### config.mk
export PLATFORM = sky130hd
export DESIGN_NAME = cla64_addsub_pipe
export DESIGN_NICKNAME = d
export VERILOG_FILES = /design/src/rtl/cla64_addsub_pipe.sv
export SDC_FILE = /design/constraint.sdc
export NUM_CORES = 1
export LEC_CHECK = 0
export ABC_AREA = 0
export CAP_MARGIN = 20
export CORE_MARGIN = 10
export CORE_UTILIZATION = 60
export DETAILED_ROUTE_END_ITERATION = 8
export PLACE_DENSITY = 0.95
export SYNTH_ARGS = -nofsm -noshare
export SYNTH_HDL_FRONTEND = slang
export SYNTH_SLANG_ARGS = --single-unit
### constraint.sdc
create_clock -name clk -period 8.3 [get_ports clk]
set_input_delay 1.66 -clock clk [delete_from_list [all_inputs] [get_ports clk]]
set_output_delay 1.66 -clock clk [all_outputs]
set_load 0.01 [all_outputs]
### src/rtl/cla64_addsub_pipe.sv
// rtl/cla64_addsub_pipe.sv - 4-stage pipelined 64-bit CLA adder/subtractor with valid/ready handshake
module cla64_addsub_pipe #(
  parameter int WIDTH  = 64,
  parameter int GROUPS = 4,
  parameter int GW     = 16
) (
  input  logic              clk,
  input  logic              rst_n,
  input  logic              in_valid,
  output logic              in_ready,
  input  logic [WIDTH-1:0]  x,
  input  logic [WIDTH-1:0]  y,
  input  logic              c0,
  input  logic              sub,
  output logic              out_valid,
  input  logic              out_ready,
  output logic [WIDTH-1:0]  d,
  output logic [GROUPS-1:0] c,
  output logic              ovf
);

  // Nibbles per CLA group; GW is expected to be a multiple of 4.
  localparam int NB = GW / 4;

  // One GW-bit carry-lookahead group: nibble generate/propagate feed a
  // second lookahead level, then bit carries are formed inside each nibble.
  // Returns {carry_out, sum}.
  function automatic logic [GW:0] cla_group(
    input logic [GW-1:0] a,
    input logic [GW-1:0] b,
    input logic          cin
  );
    logic [GW-1:0] g;
    logic [GW-1:0] p;
    logic [GW:0]   cc;
    logic [NB-1:0] ng;
    logic [NB-1:0] np;
    logic [NB:0]   nc;
    g = a & b;
    p = a ^ b;
    for (int n = 0; n < NB; n++) begin
      ng[n] = g[4*n+3]
            | (p[4*n+3] & g[4*n+2])
            | (p[4*n+3] & p[4*n+2] & g[4*n+1])
            | (p[4*n+3] & p[4*n+2] & p[4*n+1] & g[4*n]);
      np[n] = &p[4*n +: 4];
    end
    nc[0] = cin;
    for (int n = 0; n < NB; n++) begin
      nc[n+1] = ng[n] | (np[n] & nc[n]);
    end
    cc = '0;
    for (int n = 0; n < NB; n++) begin
      cc[4*n] = nc[n];
      for (int j = 0; j < 3; j++) begin
        cc[4*n+j+1] = g[4*n+j] | (p[4*n+j] & cc[4*n+j]);
      end
    end
    cc[GW] = nc[NB];
    return {cc[GW], p ^ cc[GW-1:0]};
  endfunction

  logic w_en;
  logic r_out_valid;
  logic [WIDTH-1:0]  r_out_d;
  logic [GROUPS-1:0] r_out_c;
  logic              r_out_ovf;

  // The whole pipe advances together; it only stalls when a result is
  // waiting and downstream refuses it.
  assign w_en     = rst_n && (out_ready || !r_out_valid);
  assign in_ready = w_en;

  genvar k;
  generate
    for (k = 0; k < GROUPS - 1; k++) begin : g_st
      localparam int LO = k * GW;
      localparam int UI = WIDTH - LO;
      localparam int UO = WIDTH - LO - GW;

      logic          w_v_in;
      logic          w_sub_in;
      logic          w_cy_in;
      logic [UI-1:0] w_x_in;
      logic [UI-1:0] w_y_in;
      logic [GW:0]   w_grp;
      logic [LO+GW-1:0] w_d_next;
      logic [k:0]    w_c_next;

      logic             r_v;
      logic             r_sub;
      logic             r_cy;
      logic [UO-1:0]    r_xu;
      logic [UO-1:0]    r_yu;
      logic [LO+GW-1:0] r_d;
      logic [k:0]       r_c;

      assign w_grp = cla_group(w_x_in[GW-1:0], w_y_in[GW-1:0], w_cy_in);

      if (k == 0) begin : g_src
        // Subtraction becomes x + ~y + ~borrow at the pipe entrance.
        assign w_v_in   = in_valid;
        assign w_sub_in = sub;
        assign w_cy_in  = c0 ^ sub;
        assign w_x_in   = x;
        assign w_y_in   = sub ? ~y : y;
        assign w_d_next = w_grp[GW-1:0];
        assign w_c_next = w_grp[GW] ^ w_sub_in;
      end else begin : g_src
        assign w_v_in   = g_st[k-1].r_v;
        assign w_sub_in = g_st[k-1].r_sub;
        assign w_cy_in  = g_st[k-1].r_cy;
        assign w_x_in   = g_st[k-1].r_xu;
        assign w_y_in   = g_st[k-1].r_yu;
        assign w_d_next = {w_grp[GW-1:0], g_st[k-1].r_d};
        assign w_c_next = {w_grp[GW] ^ w_sub_in, g_st[k-1].r_c};
      end

      // Stage k: resolve group k, forward the carry and the unused upper operand bits.
      always_ff @(posedge clk or negedge rst_n) begin
        if (!rst_n) begin
          r_v   <= 1'b0;
          r_sub <= 1'b0;
          r_cy  <= 1'b0;
          r_xu  <= '0;
          r_yu  <= '0;
          r_d   <= '0;
          r_c   <= '0;
        end else if (w_en) begin
          r_v   <= w_v_in;
          r_sub <= w_sub_in;
          r_cy  <= w_grp[GW];
          r_xu  <= w_x_in[UI-1:GW];
          r_yu  <= w_y_in[UI-1:GW];
          r_d   <= w_d_next;
          r_c   <= w_c_next;
        end
      end
    end
  endgenerate

  logic [GW:0] w_last;
  logic        w_msb_cin;

  assign w_last = cla_group(g_st[GROUPS-2].r_xu, g_st[GROUPS-2].r_yu, g_st[GROUPS-2].r_cy);
  // Carry into the MSB recovered from its sum bit and operand bits.
  assign w_msb_cin = w_last[GW-1] ^ g_st[GROUPS-2].r_xu[GW-1] ^ g_st[GROUPS-2].r_yu[GW-1];

  // Output stage: top group, flags and overflow; data only updates on a real result.
  always_ff @(posedge clk or negedge rst_n) begin
    if (!rst_n) begin
      r_out_valid <= 1'b0;
      r_out_d     <= '0;
      r_out_c     <= '0;
      r_out_ovf   <= 1'b0;
    end else if (w_en) begin
      r_out_valid <= g_st[GROUPS-2].r_v;
      if (g_st[GROUPS-2].r_v) begin
        r_out_d   <= {w_last[GW-1:0], g_st[GROUPS-2].r_d};
        r_out_c   <= {w_last[GW] ^ g_st[GROUPS-2].r_sub, g_st[GROUPS-2].r_c};
        r_out_ovf <= w_last[GW] ^ w_msb_cin;
      end
    end
  end

  assign out_valid = r_out_valid;
  assign d         = r_out_d;
  assign c         = r_out_c;
  assign ovf       = r_out_ovf;

endmodule

Word-level counts from Yosys, hierarchy flattened
Index checks and enable logic that the tools add are counted.
- register bits: 373
- input bits: 134
- logic and storage cells: 323
- multiplexer cells: 1
- bitwise operators: 277
- reduce and logical (&&, ||, !) cells: 20
- operators by type and width (cell ; number):
    AND 1 bit ; 144
    XOR 16 bit ; 8
    bitwise OR 1 bit ; 112
    AND 16 bit ; 4
    two-way mux 64 bit ; 1
    NOT 64 bit ; 1
    AND reduction 4 bit ; 16
    XOR 1 bit ; 8
    AND reduction 2 bit ; 1
    logical AND 1 bit ; 1
    zero test 1 bit ; 1
    logical OR 1 bit ; 1

Longest topological paths before layout
- depth in word-level cells: 20
- gate-level depth with buffers: 16
- gate-level depth less buffers: 13

Least setup slack after synthesis
Ideal clock, no wire load.
- path kind: input -> register
- start point: input sub
- end point: register g_st[0].r_d[15]
- library setup time: 83 ps
- data arrival time: 4788 ps
- data required time: 8217 ps
- setup slack: 3429 ps
- stages: 16
- path buffers: 3
- cells stage by stage: buf_2 buf_2 buf_2 xor2_1 ha_1 a21o_1 a21oi_1 o211ai_1 nor2_1 nor2_1 nor2_1 fa_1 fa_1 fa_1 xor2_1 o21ai_0
- word-level cells in the longest chain between the ends: 18
- elaborated cells on any way between the ends: 44
- ends and longest elaborated chain (item ; line ; source):
    start: declaration ; 14 ; input logic sub,
    two-way mux 64 bit ; 106 ; assign w_y_in = sub ? ~y : y;
    XOR 16 bit / AND 16 bit (equally long branches) ; 40, 39 ;
    AND 1 bit (on tied branches) ; 43, 44, 45 ;
    bitwise OR 1 bit, or another cell as far along ; 43 ; | (p[4*n+3] & g[4*n+2])
    bitwise OR 1 bit / AND 1 bit (equally long branches) ; 44, 45 ;
    bitwise OR 1 bit ; 45 ; | (p[4*n+3] & p[4*n+2] & p[4*n+1] & g[4*n]);
    bitwise OR 1 bit ; 50 ; nc[n+1] = ng[n] | (np[n] & nc[n]);
    AND 1 bit ; 50 ;
    (+2 left out) ; n/a ;
    bitwise OR 1 bit ; 50 ;
    AND 1 bit ; 56 ; cc[4*n+j+1] = g[4*n+j] | (p[4*n+j] & cc[4*n+j]);
    bitwise OR 1 bit ; 56 ;
    AND 1 bit ; 56 ;
    bitwise OR 1 bit ; 56 ;
    AND 1 bit ; 56 ;
    bitwise OR 1 bit ; 56 ;
    XOR 16 bit * ; 60 ; return {cc[GW], p ^ cc[GW-1:0]};
    end signal: assignment ; 135 ; r_d <= w_d_next;
    end: declaration ; 95 ; logic [LO+GW-1:0] r_d;
Mark *: on every way between the ends. The rest lies on a longest branch, timed or not.
A chain may end at the register's enable or synchronous reset.

Worst setup path after layout
- start point: input out_ready
- end point: output in_ready
- word-level cells in the longest chain between the ends: 2
- ends and longest elaborated chain (item ; line ; source):
    start: declaration ; 16 ; input logic out_ready,
    logical OR 1 bit ; 71 ; assign w_en = rst_n && (out_ready || !r_out_valid);
    logical AND 1 bit ; 71 ;
    end: declaration ; 10 ; output logic in_ready,
Every way passes these cells.

==> results.py <==
metrics = {
    "global_routing": {
        "gr-total-overflow": 0,
        "grt_max_degree": 245,
        "antenna_found_initial": 1,
        "grtUsageTotal_pct": 21.5,
        "grt_first_pass_wirelength_um": 63300,
        "grt_pass1_vias": 12900,
    },
    "timing": {
        "whs_ns": 0.461,
        "finalCritPeriodShare_pct": 63.4,
        "worst_slack_ns": 3.03,
        "fin_crit_ns": 5.27,
        "fin_skew_ns": 0.0153,
        "max_freq_mhz": 190,
        "hold_viol": 0,
        "tightest_slew_ns": 1.07,
        "report.final.slew_viol_count": 0,
        "maxSlewHeadroom_pct": 28.4,
        "finalSetupViolations": 0,
        "fin_setup_tns_ns": 0,
        "rsz0062_at_grt": "no",
    },
    "worst_setup_path": {
        "cp.required_ns": 6.64,
        "worst-r2r-setup-slack_ns": 4.56,
        "cp_max_fo": 157,
        "crit_buf_inv": 3,
        "worstSetupEndpointType": "output port",
        "crit_family": "buffers and inverters",
        "crit_chain": "clkdlybuf4s50_1 > o21ai_4 > inv_8 > clkdlybuf4s50_1",
        "crit_path_frequent_cell": "clkdlybuf4s50_1",
        "critPathSlowestCell": "clkdlybuf4s50_1",
        "cp.arrival_ns": 3.61,
        "worstSetupPathType": "in2out",
        "start_kind": "input pin",
        "cpPeakStageDelay_ns": 0.69,
    },
    "finish": {
        "finalNetCount": 2134,
        "nFillCells": 1756,
        "area_growth_pct": 20.9,
        "fin_area_um2": 20500,
        "final_common_cell": "nand2_1",
        "final_cell_mix": "nand2_1 (740), dfrtp_1 (373), clkdlybuf4s50_1 (202), o21ai_0 (111), ha_1 (64)",
        "drive_gt1_share_pct": 6.91,
    },
    "floorplan": {
        "dieArea_um2": 35400,
        "die_w_um": 188,
        "top_level_ports": 205,
        "die_h_um": 188,
        "coreArea_um2": 27900,
        "num_rows": 61,
        "initial_core_util_pct": 61.0,
    },
    "synthesis": {
        "syn-num-nets": 1964,
        "synth_top_area_share_pct": 55.0,
        "synth-edff-count": 0,
        "synthesis.area_um2": 17000,
        "synth.distinct_cells": 38,
        "synthArstFlopShare_pct": 100,
        "ys.flop_type": "dfrtp_1",
        "synth_top_cell_by_area": "dfrtp_1",
        "syn-instance-count": 1718,
        "synth_seq_cells": 373,
        "avgSynthCellArea_um2": 9.89,
        "yosysWarnings": 0,
        "ys_seq_area_share_pct": 55.0,
        "synth.area.top_cells": "dfrtp_1 (55%), nand2_1 (16%), fa_1 (5.7%)",
    },
    "power_and_ir_drop": {
        "leakage_nw": 10.2,
        "switching_power_w": 0.00214,
        "power_frac_clock_pct": 25.8,
        "p_int_w": 0.00440,
        "powerDensity_nw_per_um2": 318,
        "peakVddDrop_mv": 0.199,
        "p_sw_share_pct": 32.7,
        "pwr-share-comb_pct": 30.3,
        "seq_power_share_pct": 43.8,
    },
    "clock_tree": {
        "cts_made_buffers": 38,
        "clk_path_buf_depth": 3,
        "cts_hold_buf": 0,
        "cts_setup_buffers": 0,
        "cts_tree": "yes",
        "cts_sinks": 373,
        "cts-root-buf": "clkbuf_16",
        "htreeDepth": 2,
        "cts_resized": 0,
        "path_clk_slew_ns": 0.06,
        "clk_latency_ns": 0.52,
    },
    "placed_design": {
        "finalWeightedCongestion": 0.870,
        "place_ws_ns": 3.02,
        "io_buffers": 204,
        "place_hpwl_um": 25300,
        "place_area_um2": 19300,
    },
    "drt": {
        "wirelength_um": 37800,
        "vias_per_cell": 5.30,
        "ant_nets": 0,
        "dr.first_iter.drc_count": 1161,
        "dr_total_vias": 12100,
        "wl_per_cell_um": 16.5,
        "first_pass_iters": 5,
        "drc": 0,
    },
    "hold_path": {
        "hp-class": "reg2reg",
    },
    "run": {
        "max_cap_violations": 0,
    },
    "run_status": {
        "status": "finished, final reports clean",
    },
}
==> cell families after synthesis <==
group / share of synthesized area (%)
AOI/OAI and AO/OA: 5.29
xor gates and xnor gates: 4.49
adders and majority gates: 10.4
buffers and inverters: 3.25
DFF: 55.0
muxes: 4.04
and+or+nand+nor: 17.6
==> through the flow <==
step / power (W) / std cells / utilization, %
after CTS: 0.00659 / 2287 / 73.6
after global placement: 0.00470 / 2225 / 69.2
after detailed placement: 0.00486 / 2225 / 69.2
final: 0.00654 / 2289 / 73.7
after global routing: 0.00699 / 2289 / 73.7
after floorplan: 0.00399 / 1718 / -
==> cells in the mapped netlist, drive strengths merged (2+ instances only) <==
| cell type | instances |
|---|---|
| nor2 | 10 |
| buf | 13 |
| and3 | 2 |
| nand2 | 741 |
| dfrtp | 373 |
| o221ai | 2 |
| clkbuf | 69 |
| nor2b | 2 |
| mux2 | 60 |
| xor2 | 26 |
| nand3 | 10 |
| xnor2 | 61 |
| o21ai | 113 |
| a21o | 6 |
| and4 | 2 |
| a21oi | 30 |
| inv | 61 |
| fa | 48 |
| nand4 | 9 |
| o21bai | 2 |
| ha | 64 |
| a22oi | 2 |
==> registers in the layout, summed over array words and instances (netlist names) <==
register,count
ovf,1
g_st.r_sub,3
g_st.r_d,96
g_st.r_v,3
d,64
g_st.r_xu,96
g_st.r_c,6
c,4
out_valid,1
g_st.r_cy,3
g_st.r_yu,96
==> cell type report <==
| class | instances | area (µm²) | area share (%) |
|---|---|---|---|
| sequential | 373 | 9330 | 45.5 |
| multi-input combinational | 1202 | 7110 | 34.6 |
| timing repair buffer | 212 | 2150 | 10.5 |
| clock buffer | 54 | 1130 | 5.53 |
| tap | 378 | 473 | 2.30 |
| inverter | 61 | 236 | 1.15 |
| clock inverter | 8 | 92.6 | 0.451 |
| antenna | 1 | 2.50 | 0.0122 |
==> power groups by stage <==
stage	Clock [W]	Combinational, W	Sequential [W]
2_1_floorplan	0	0.00115	0.00284
3_3_place_gp	0	0.00186	0.00284
3_5_place_dp	0	0.00198	0.00288
4_1_cts	0.00171	0.00201	0.00287
5_1_grt	0.00180	0.00226	0.00294
6_report	0.00169	0.00198	0.00287
==> routing by layer <==
metal	vias to the layer above	wire, µm	GRT usage [%]
li1	5762	-	-
met1	5948	15300	25.5
met2	338	19400	37.9
met3	90	1770	4.06
met4	0	1380	8.43
met5	-	0	0
==> worst reg2reg max path, cell delays in order, from the launching register on <==
cell      delay (ns)
dfrtp_1         0.40
ha_1            0.35
a21oi_1         0.29
nand4b_1        0.16
o21ai_2         0.23
or2b_1          0.27
fa_1            0.39
fa_1            0.40
fa_1            0.39
xnor2_1         0.25
xnor2_1         0.12
xnor2_1         0.13
mux2_2          0.26
==> worst paths after layout <==
kind | cells past startpoint | to | from
max in group asynchronous | 4 | g_st[2].r_xu[6] | rst_n
hold reg to reg | 2 | g_st[2].r_yu[15] | g_st[1].r_yu[31]
min in group asynchronous | 1 | g_st[0].r_yu[6] | rst_n
setup reg to reg | 12 | ovf | g_st[2].r_yu[7]
setup / recovery | 4 | in_ready | out_ready
hold / removal | 2 | g_st[2].r_yu[15] | g_st[1].r_yu[31]
(Power assumes the default switching activity.)
